`src/rtl/spi_cmd_sequencer_if.sv`:
```
// Command and spi_serdes-facing signals of the register-access sequencer.
interface spi_cmd_sequencer_if;
  logic        cmd_valid_i;
  logic        cmd_ready_o;
  logic        cmd_rw_i;
  logic [7:0]  cmd_addr_i;
  logic [7:0]  cmd_wdata_i;
  logic        start_trans_o;
  logic [15:0] send_data_o;
  logic [15:0] recv_data_i;
  logic        done_trans_i;
  logic        rsp_valid_o;
  logic [7:0]  rsp_rdata_o;
  logic        rsp_error_o;
  logic        busy_o;

  // Sequencer view.
  modport slave (
    input  cmd_valid_i, cmd_rw_i, cmd_addr_i, cmd_wdata_i, recv_data_i, done_trans_i,
    output cmd_ready_o, start_trans_o, send_data_o, rsp_valid_o, rsp_rdata_o,
           rsp_error_o, busy_o
  );

  // Command source / spi_serdes view.
  modport master (
    output cmd_valid_i, cmd_rw_i, cmd_addr_i, cmd_wdata_i, recv_data_i, done_trans_i,
    input  cmd_ready_o, start_trans_o, send_data_o, rsp_valid_o, rsp_rdata_o,
           rsp_error_o, busy_o
  );
endinterface

```
`src/rtl/spi_cmd_sequencer.sv`:
```
// Expands one register write/read command into two 16-bit spi_serdes frames
// and returns read data or a timeout error.
module spi_cmd_sequencer #(
  parameter logic [7:0]  WRITE_CMD      = 8'h00,
  parameter logic [7:0]  READ_CMD       = 8'h01,
  parameter int unsigned GAP_CYCLES     = 4,
  parameter int unsigned TIMEOUT_CYCLES = 1024
) (
  input logic               sys_clock_i,
  input logic               sys_reset_i,
  spi_cmd_sequencer_if.slave bus
);

  localparam int unsigned CNT_MAX = (TIMEOUT_CYCLES > GAP_CYCLES) ? TIMEOUT_CYCLES : GAP_CYCLES;
  localparam int unsigned CNT_W   = $clog2(CNT_MAX) + 1;

  typedef enum logic [2:0] {
    S_IDLE, S_L0, S_W0, S_GAP, S_L1, S_W1, S_RSP
  } state_e;

  state_e      state_q, state_d;
  logic [CNT_W-1:0] cnt_q, cnt_d;
  logic        rw_q, rw_d;
  logic [7:0]  addr_q, addr_d;
  logic [7:0]  wdata_q, wdata_d;
  logic        cmd_ready_q, cmd_ready_d;
  logic        start_q, start_d;
  logic [15:0] send_q, send_d;
  logic        rsp_valid_q, rsp_valid_d;
  logic [7:0]  rdata_q, rdata_d;
  logic        error_q, error_d;
  logic        busy_q, busy_d;

  // Next-state, command capture, frame load, response capture and registered outputs.
  always_comb begin
    state_d = state_q;
    cnt_d   = cnt_q;
    rw_d    = rw_q;
    addr_d  = addr_q;
    wdata_d = wdata_q;
    send_d  = send_q;
    rdata_d = rdata_q;
    error_d = error_q;

    case (state_q)
      S_IDLE: begin
        if (bus.cmd_valid_i && cmd_ready_q) begin
          rw_d    = bus.cmd_rw_i;
          addr_d  = bus.cmd_addr_i;
          wdata_d = bus.cmd_wdata_i;
          send_d  = {(bus.cmd_rw_i ? READ_CMD : WRITE_CMD), bus.cmd_addr_i};
          state_d = S_L0;
        end
      end
      S_L0: begin
        cnt_d   = '0;
        state_d = S_W0;
      end
      S_W0: begin
        // done takes priority over a coincident timeout
        if (bus.done_trans_i) begin
          cnt_d   = '0;
          state_d = S_GAP;
        end else if (cnt_q == CNT_W'(TIMEOUT_CYCLES - 1)) begin
          error_d = 1'b1;
          rdata_d = 8'h00;
          state_d = S_RSP;
        end else begin
          cnt_d = cnt_q + CNT_W'(1);
        end
      end
      S_GAP: begin
        if (cnt_q == CNT_W'(GAP_CYCLES - 1)) begin
          send_d  = rw_q ? 16'h0000 : {wdata_q, 8'h00};
          state_d = S_L1;
        end else begin
          cnt_d = cnt_q + CNT_W'(1);
        end
      end
      S_L1: begin
        cnt_d   = '0;
        state_d = S_W1;
      end
      S_W1: begin
        if (bus.done_trans_i) begin
          error_d = 1'b0;
          rdata_d = rw_q ? bus.recv_data_i[7:0] : 8'h00;
          state_d = S_RSP;
        end else if (cnt_q == CNT_W'(TIMEOUT_CYCLES - 1)) begin
          error_d = 1'b1;
          rdata_d = 8'h00;
          state_d = S_RSP;
        end else begin
          cnt_d = cnt_q + CNT_W'(1);
        end
      end
      S_RSP:   state_d = S_IDLE;
      default: state_d = S_IDLE;
    endcase

    cmd_ready_d = (state_d == S_IDLE);
    busy_d      = (state_d != S_IDLE);
    start_d     = (state_d == S_L0) || (state_d == S_L1);
    rsp_valid_d = (state_d == S_RSP);
  end

  // State, counter, command fields and output registers.
  always_ff @(posedge sys_clock_i or posedge sys_reset_i) begin
    if (sys_reset_i) begin
      state_q     <= S_IDLE;
      cnt_q       <= '0;
      rw_q        <= 1'b0;
      addr_q      <= 8'h00;
      wdata_q     <= 8'h00;
      cmd_ready_q <= 1'b1;
      start_q     <= 1'b0;
      send_q      <= 16'h0000;
      rsp_valid_q <= 1'b0;
      rdata_q     <= 8'h00;
      error_q     <= 1'b0;
      busy_q      <= 1'b0;
    end else begin
      state_q     <= state_d;
      cnt_q       <= cnt_d;
      rw_q        <= rw_d;
      addr_q      <= addr_d;
      wdata_q     <= wdata_d;
      cmd_ready_q <= cmd_ready_d;
      start_q     <= start_d;
      send_q      <= send_d;
      rsp_valid_q <= rsp_valid_d;
      rdata_q     <= rdata_d;
      error_q     <= error_d;
      busy_q      <= busy_d;
    end
  end

  assign bus.cmd_ready_o   = cmd_ready_q;
  assign bus.start_trans_o = start_q;
  assign bus.send_data_o   = send_q;
  assign bus.rsp_valid_o   = rsp_valid_q;
  assign bus.rsp_rdata_o   = rdata_q;
  assign bus.rsp_error_o   = error_q;
  assign bus.busy_o        = busy_q;

endmodule
```
`src/flat_wrapper.sv`:
```
// flat-port wrapper written by rule: the top's interface ports become plain ports
module spi_cmd_sequencer_flat 
#(
  parameter logic [7:0]  WRITE_CMD      = 8'h00,
  parameter logic [7:0]  READ_CMD       = 8'h01,
  parameter int unsigned GAP_CYCLES     = 4,
  parameter int unsigned TIMEOUT_CYCLES = 1024
)
  (sys_clock_i, sys_reset_i, bus_cmd_valid_i, bus_cmd_rw_i, bus_cmd_addr_i, bus_cmd_wdata_i, bus_recv_data_i, bus_done_trans_i, bus_cmd_ready_o, bus_start_trans_o, bus_send_data_o, bus_rsp_valid_o, bus_rsp_rdata_o, bus_rsp_error_o, bus_busy_o);
  spi_cmd_sequencer_if bus_i ();
  input logic sys_clock_i;
  input logic sys_reset_i;
  input wire logic [$bits(bus_i.cmd_valid_i)-1:0] bus_cmd_valid_i;
  input wire logic [$bits(bus_i.cmd_rw_i)-1:0] bus_cmd_rw_i;
  input wire logic [$bits(bus_i.cmd_addr_i)-1:0] bus_cmd_addr_i;
  input wire logic [$bits(bus_i.cmd_wdata_i)-1:0] bus_cmd_wdata_i;
  input wire logic [$bits(bus_i.recv_data_i)-1:0] bus_recv_data_i;
  input wire logic [$bits(bus_i.done_trans_i)-1:0] bus_done_trans_i;
  output wire logic [$bits(bus_i.cmd_ready_o)-1:0] bus_cmd_ready_o;
  output wire logic [$bits(bus_i.start_trans_o)-1:0] bus_start_trans_o;
  output wire logic [$bits(bus_i.send_data_o)-1:0] bus_send_data_o;
  output wire logic [$bits(bus_i.rsp_valid_o)-1:0] bus_rsp_valid_o;
  output wire logic [$bits(bus_i.rsp_rdata_o)-1:0] bus_rsp_rdata_o;
  output wire logic [$bits(bus_i.rsp_error_o)-1:0] bus_rsp_error_o;
  output wire logic [$bits(bus_i.busy_o)-1:0] bus_busy_o;
  assign bus_i.cmd_valid_i = bus_cmd_valid_i;
  assign bus_i.cmd_rw_i = bus_cmd_rw_i;
  assign bus_i.cmd_addr_i = bus_cmd_addr_i;
  assign bus_i.cmd_wdata_i = bus_cmd_wdata_i;
  assign bus_i.recv_data_i = bus_recv_data_i;
  assign bus_i.done_trans_i = bus_done_trans_i;
  assign bus_cmd_ready_o = bus_i.cmd_ready_o;
  assign bus_start_trans_o = bus_i.start_trans_o;
  assign bus_send_data_o = bus_i.send_data_o;
  assign bus_rsp_valid_o = bus_i.rsp_valid_o;
  assign bus_rsp_rdata_o = bus_i.rsp_rdata_o;
  assign bus_rsp_error_o = bus_i.rsp_error_o;
  assign bus_busy_o = bus_i.busy_o;
  spi_cmd_sequencer #(.WRITE_CMD(WRITE_CMD), .READ_CMD(READ_CMD), .GAP_CYCLES(GAP_CYCLES), .TIMEOUT_CYCLES(TIMEOUT_CYCLES)) u_core (.sys_clock_i(sys_clock_i), .sys_reset_i(sys_reset_i), .bus(bus_i));
endmodule
```
`config.mk`:
```
export PLATFORM = sky130hd
export DESIGN_NAME = spi_cmd_sequencer_flat
export DESIGN_NICKNAME = d
export VERILOG_FILES = /design/src/rtl/spi_cmd_sequencer_if.sv /design/src/rtl/spi_cmd_sequencer.sv /design/src/flat_wrapper.sv
export SDC_FILE = /design/constraint.sdc
export NUM_CORES = 1
export LEC_CHECK = 0
export ABC_AREA = 1
export BUFFER_PORTS_ARGS = -buffer_cell sky130_fd_sc_hd__clkbuf_2
export CAP_MARGIN = 25
export CORE_MARGIN = 4
export CORE_UTILIZATION = 57
export DETAILED_ROUTE_END_ITERATION = 16
export PLACE_DENSITY = 0.9
export SLEW_MARGIN = 40
export SYNTH_ARGS = -nofsm -noshare
export SYNTH_HDL_FRONTEND = slang
export SYNTH_SLANG_ARGS = --single-unit
```
`constraint.sdc`:
```
create_clock -name sys_clock_i -period 2.9 [get_ports sys_clock_i]
set_clock_uncertainty 0.15 [all_clocks]
set_input_delay 0.58 -clock sys_clock_i [delete_from_list [all_inputs] [get_ports sys_clock_i]]
set_output_delay 0.58 -clock sys_clock_i [all_outputs]
set_load 0.05 [all_outputs]
```
==> out/metrics.yaml, run 1 <==
finalHoldViolCount: 0
drt_iter0_markers: 153
cts_tree: "yes"
yosys.area.top_type: "dfrtp_1"
cts_resized: 0
synthTopCellsByArea: "dfrtp_1 (47%), nand2_1 (12%), nand3_1 (8.8%), inv_1 (5.4%), o21ai_0 (4.6%)"
worstMarginPinSlew_ns: 0.5765
rsz0062_at_grt: "false"
drv_cap: 0
hold_ws_ns: 0.1407
critPathRequiredTime_ns: 3.01
r2r_end: "u_core.bus.send_data_o[11]"
setup_viol: 0
cts_hold_buf: 0
cts_made_buffers: 5
fill_cells: 361
netlist_area_um2: 2735
timing.final.ws_setup_ns: 0.8913
critical_path_class: "flop to flop"
cp_common_cell: "nand2_1"
place_ws_ns: 0.8978
dieArea_um2: 5971
grt_use_total_pct: 21.06
p_total_mw: 3.221
num_vias: 2432
path_max_fanout: 18
hp-class: "input port to async pin"
overflow: 0
cp_slowest_cell: "dfrtp_1"
r2r_start: "u_core.cnt_q[1]"
finalCriticalPeriod_ns: 2.009
rows: 24
finalSetupTns_ns: 0
final_cell_count_no_fill: 449
yosysTopAreaCellShare_pct: 46.66
post-route-period-util_pct: 69.26
ctsRootBufferMaster: "clkbuf_8"
portBuffers: 57
clkSinkCount: 52
status: "finished clean"
drc: 0
routed_via_density: 5.416
syn_avg_cell_area_um2: 8.116
diodes: 0
vdd_drop_max_mv: 0.7549
grt_pass1_vias: 2396
crit_chain: "ha_1 -> nand2_1 -> nor2_1 -> nand3_4 -> nand2_1 -> nand3_1 -> nand2_1"
ys_seq_area_share_pct: 47.62
synth_cells: 337
core-area_um2: 4504
drive_gt1_share_pct: 25.19
post_drt_wl_per_cell_um: 12.96
worstSetupEndpointType: "flop"
powerDensity_nw_per_um2: 1028
ys_ff_latch: 52
p_leak_nw: 1.742
rr_worst_depth: 7
clk_path_buf_depth: 2
cts_max_level: 2
die_h_um: 77.27
area_delta_synth_final_pct: 14.55
insertion_delay_ns: 0.31
cts_setup_buffers: 0
grt_max_degree: 32
dp_cells: 441
drtAntennaViolNets: 0
crit_arrival_ns: 2.12
synthesis.nets: 375
io_pins: 66
yosysWarnings: 0
fmax_mhz: 497.8
gp_congestion: 0.8759
post_synth_num_cell_types: 33
dp_hpwl_um: 4374
slew_violations: 0
relSlewSlack_pct: 61.51
antenna_found_initial: 0
start_util_pct: 60.72
wl_um: 5821
clk_pin_slew_ns: 0.10
crit_path_start_kind: "flop"
dr.pass1.iters: 4
layout.nets: 434
die_w_um: 77.27
grt_pass1_wl_um: 10300
slowest_delay_ns: 0.43
r2r_slack_ns: 0.89
[metrics by stage]
| stage | area [um^2] | util (%) |
|---|---|---|
| 6_report | 3133 | 69.56 |
| 4_1_cts | 3133 | 69.56 |
| 5_1_grt | 3133 | 69.56 |
| 2_1_floorplan | 2735 | - |
| 3_5_place_dp | 3047 | 67.64 |
| 3_3_place_gp | 3047 | 67.64 |
[registers in the layout (all words and copies together), names as in the netlist]
name	cells
u_core.bus.busy_o	1
u_core.bus.cmd_ready_o	1
u_core.bus.rsp_error_o	1
u_core.bus.rsp_rdata_o	8
u_core.bus.rsp_valid_o	1
u_core.bus.send_data_o	16
u_core.bus.start_trans_o	1
u_core.cnt_q	11
u_core.rw_q	1
u_core.state_q	3
u_core.wdata_q	8
[cells by family (layout without fill, tap and decap cells)]
| kind of cell | Yosys count | in the layout | synth area share, % |
|---|---|---|---|
| AOI/OAI and AO/OA | 33 | 33 | 6.633 |
| xor gates and xnor gates | 3 | 3 | 0.9608 |
| adders and majority gates | 1 | 1 | 0.4574 |
| buffers and inverters | 52 | 112 | 8.417 |
| DFF | 52 | 52 | 47.62 |
| muxes | 9 | 9 | 3.706 |
| and+or+nand+nor | 187 | 187 | 32.20 |
[cell usage after synthesis (all sizes together)]
cell type / instances
nand2: 93
nand3: 52
dfrtp: 51
inv: 43
nor2: 33
o21ai: 28
mux2: 9
buf: 5
nand4: 5
a21oi: 3
clkbuf: 3
xor2: 3
or2: 2
a22oi: 1
clkinv: 1
dfstp: 1
ha: 1
nand3b: 1
nor3: 1
o21bai: 1
[cell usage in the layout (no fill, tap or decap), types with 4 or more instances in the layout]
master    instances
inv_2             4
clkbuf_8          5
nand4_1           5
mux2_2            9
dfrtp_1          51
o21ai_0          25
nand3_1          48
nand2_1          89
nor2_1           29
inv_1            38
clkbuf_2         57
[critical path, delay by kind of cell (launching register included)]
family / cells / cell delay, ns
simple gates: 6 / 1.13
flops: 1 / 0.43
fa+ha+maj: 1 / 0.25
[area by class of cell]
| type | count | area (um^2) | share of cell area [%] |
|---|---|---|---|
| well taps | 52 | 65.06 | 2.077 |
| repair buffers | 60 | 307.8 | 9.824 |
| multi-input cells | 233 | 1202 | 38.38 |
| clock buffers | 6 | 72.57 | 2.316 |
| clock inverters | 2 | 13.76 | 0.4393 |
| inverters | 44 | 168.9 | 5.391 |
| flip-flops and latches | 52 | 1303 | 41.57 |
[power breakdown]
part,switching [mW],leakage (nW),internal (mW)
sequential,0.222,0.658,0.991
combinational,1.15,1.04,0.433
clock,0.248,0.0456,0.173
total,1.62,1.74,1.60
[how the worst max path moves through the flow]
stage	start	slack, ns	end	cells after the start
after floorplan	sys_reset_i	0.91	u_core.bus.busy_o	1
after global placement	u_core.cnt_q[1]	0.98	u_core.bus.send_data_o[15]	7
after detailed placement	u_core.cnt_q[1]	0.90	u_core.bus.rsp_rdata_o[3]	8
after CTS	u_core.cnt_q[1]	0.89	u_core.bus.send_data_o[11]	7
after global routing	u_core.cnt_q[1]	0.69	u_core.bus.rsp_rdata_o[3]	8
final	u_core.cnt_q[1]	0.89	u_core.bus.send_data_o[11]	7
[metal layers]
metal / part of all wire (%) / vias to the layer above / global-route usage (%) / wire length (um)
li1: - / 1192 / - / -
met1: 44 / 1152 / 25.50 / 2534
met2: 48 / 78 / 35.66 / 2765
met3: 7.2 / 10 / 5.738 / 419
met4: 1.8 / 0 / 8.007 / 102
met5: 0 / - / 0 / 0
No activity file was read; power rests on OpenSTA's default activity.
==> inputs of run 2 (changes only) <==
Settings changed: ABC_AREA 1 to 0, CORE_UTILIZATION 57 to 52, PLACE_DENSITY 0.9 to 0.86.
Clock period 2.9 ns to 1.9 ns, I/O delays scaled along.
==> out/metrics.yaml, run 2 <==
status: "complete, but fails checks"
violations: "negative setup slack"
critPathRequiredTime_ns: 1.95  # -1.06 ns
drc: 0  # unchanged
drtAntennaViolNets: 0  # unchanged
final_cell_count_no_fill: 371  # -17%
drv_cap: 0  # unchanged
vdd_drop_max_mv: 1.054  # +40%
synthTopCellsByCount: "dfrtp_1 (51), nand2_1 (30), a22o_1 (17)"
die_h_um: 75.58  # -2.2%
worstSetupEndpointType: "flop"
io_pins: 66  # unchanged
drt_iter0_markers: 158  # +3.3%
post_synth_num_cell_types: 47  # +42%
synth_top_family_by_area: "compound AO/OA/AOI/OAI gates"
netlist_area_um2: 2375  # -13%
powerDensity_nw_per_um2: 1394  # +36%
path_max_fanout: 6  # -12
grt_use_total_pct: 21.36  # +0.31 points
hp-class: "input port to flop"
fin_area_um2: 3372  # +7.6%
grt_pass1_wl_um: 9308  # -9.6%
core-area_um2: 4384  # -2.7%
worstMarginPinSlew_ns: 0.4972  # -0.07929 ns
synthArstFlopShare_pct: 100.0  # unchanged
overflow: 0  # unchanged
yosysWarnings: 0  # unchanged
synthTopCellsByArea: "dfrtp_1 (54%), a22o_1 (6.3%), mux2_2 (4.7%), nand2_1 (4.7%), a21oi_1 (2.1%)"
place_area_um2: 2994  # -1.7%
setup_viol: 48  # +48
rows: 24  # unchanged
num_vias: 2166  # -11%
synth_xor_area_share_pct: 0  # -0.96 points
yosysTopAreaCellShare_pct: 53.74  # +7.1 points
diodes: 0  # unchanged
critical_path_class: "flop to flop"
grt_pass1_vias: 2050  # -14%
layout.nets: 356  # -18%
cts_max_level: 2  # unchanged
p_leak_nw: 1.722  # -1.1%
grt_max_degree: 22  # -31%
gp_congestion: 0.8390  # -4.2%
finalCriticalPeriod_ns: 2.180  # +0.1708 ns
start_util_pct: 54.17  # -6.6 points
hold_ws_ns: 0.1346  # -0.006014 ns
cts_made_buffers: 5  # unchanged
post_drt_wl_per_cell_um: 17.94  # +38%
relSlewSlack_pct: 66.73  # +5.2 points
wl_um: 6656  # +14%
synth_cells: 215  # -36%
post-route-period-util_pct: 114.7  # +45 points
portBuffers: 57  # unchanged
synth_mux_area_share_pct: 5.163  # +1.5 points
ctsRootBufferMaster: "clkbuf_8"
synth_compound_area_share_pct: 20.86  # +14 points
finalHoldViolCount: 0  # unchanged
crit_arrival_ns: 2.23  # +0.11 ns
slew_violations: 0  # unchanged
synthesis.nets: 253  # -33%
clkSinkCount: 52  # unchanged
area_delta_synth_final_pct: 41.99
yosysMostFrequentCell: "dfrtp_1"
drive_gt1_share_pct: 49.84  # +25 points
crit_path_start_kind: "flop"
final_cell_mix: "clkbuf_2 (57), dfrtp_1 (51), buf_4 (35)"
layout_commonest_cell: "clkbuf_2"
synthSimpleGateAreaFrac_pct: 15.23  # -17 points
clk_pin_slew_ns: 0.09  # about the same
fill_cells: 267  # -26%
dieArea_um2: 5712  # -4.3%
antenna_found_initial: 0  # unchanged
syn_avg_cell_area_um2: 11.05  # +36%
timing.final.ws_setup_ns: -0.2795  # -1.171 ns
fmax_mhz: 458.8  # -7.8%
routed_via_density: 5.838  # +7.8%
synth_edf_count: 0  # unchanged
synth_adder_area_share_pct: 0.5269  # +0.069 points
insertion_delay_ns: 0.31  # about the same
ys_ff_latch: 52  # unchanged
clk_path_buf_depth: 2  # unchanged
synthFlopType: "dfrtp_1"
dr.pass1.iters: 4  # unchanged
rsz0062_at_grt: "true"
cts_tree: "yes"
die_w_um: 75.58  # -2.2%
dp_cells: 351  # -20%
ys_seq_area_share_pct: 54.85  # +7.2 points
yosys.area.top_type: "dfrtp_1"
dp_hpwl_um: 4038  # -7.7%
largest_register_ffs: 16  # unchanged
-- run 2: area by class of cell --
cell class | instances | area [um^2] | share of cell area, %
multi-input cells | 145 | 1137 | 33.73
flip-flops and latches | 52 | 1303 | 38.63
inverters | 7 | 26.28 | 0.7792
well taps | 52 | 65.06 | 1.930
clock inverters | 2 | 13.76 | 0.4082
repair buffers | 107 | 754.5 | 22.37
clock buffers | 6 | 72.57 | 2.152
-- run 2: what timing repair did --
action	4_1_cts	5_1_grt
setup endpoints to repair	34	49
pin swaps	4	15
hold endpoints to repair	16	0
cloned	3	2
resized for setup	17	29
setup buffers	8	3
hold buffers	1	0
-- run 2: logic make-up after synthesis --
kind of cell    after synthesis
compound gates               66
fa+ha+maj                     1
buf+inv                      19
flops                        52
mux                          11
simple gates                 66
-- run 2: final timing paths --
check	startpoint	end	slack [ns]	cells after the start
max	u_core.cnt_q[9]	u_core.bus.send_data_o[2]	-0.28	7
min	bus_recv_data_i[1]	u_core.bus.rsp_rdata_o[1]	0.13	2
max reg2reg	u_core.cnt_q[9]	u_core.bus.send_data_o[2]	-0.28	7
min reg2reg	u_core.bus.send_data_o[2]	u_core.bus.send_data_o[2]	0.36	1
max in group asynchronous	sys_reset_i	u_core.bus.send_data_o[1]	0.61	4
min in group asynchronous	sys_reset_i	u_core.bus.send_data_o[10]	0.44	3
-- run 2: per-layer routing --
metal	GRT usage, %	wire, um
met1	25.04	2478
met4	7.184	194
met3	4.881	351
met5	0	0
met2	38.45	3631
-- run 2: metrics by stage --
step	setup TNS, ns	util (%)	power (mW)	setup WS (ns)
final	-7.447	76.91	4.699	-0.2795
after global routing	-11.03	76.91	4.919	-0.3254
after CTS	-5.125	73.92	4.443	-0.2177
after detailed placement	-5.704	68.29	3.631	-0.2657
after global placement	-4.331	68.29	3.548	-0.2283
after floorplan	-3.185	-	2.977	-0.2281
-- run 2: critical path, stage by stage, from the launching register on --
cell	delay, ns
dfrtp_1	0.40
or4_4	0.55
nor4_4	0.24
buf_6	0.17
buf_6	0.13
a21oi_4	0.09
clkbuf_16	0.17
a22o_1	0.17
-- run 2: power breakdown --
| group | switching (mW) | internal (mW) | leakage [nW] |
|---|---|---|---|
| Sequential | 0.202 | 1.41 | 0.682 |
| Combinational | 1.47 | 0.995 | 0.995 |
| Clock | 0.364 | 0.263 | 0.0456 |
| Total | 2.03 | 2.67 | 1.72 |
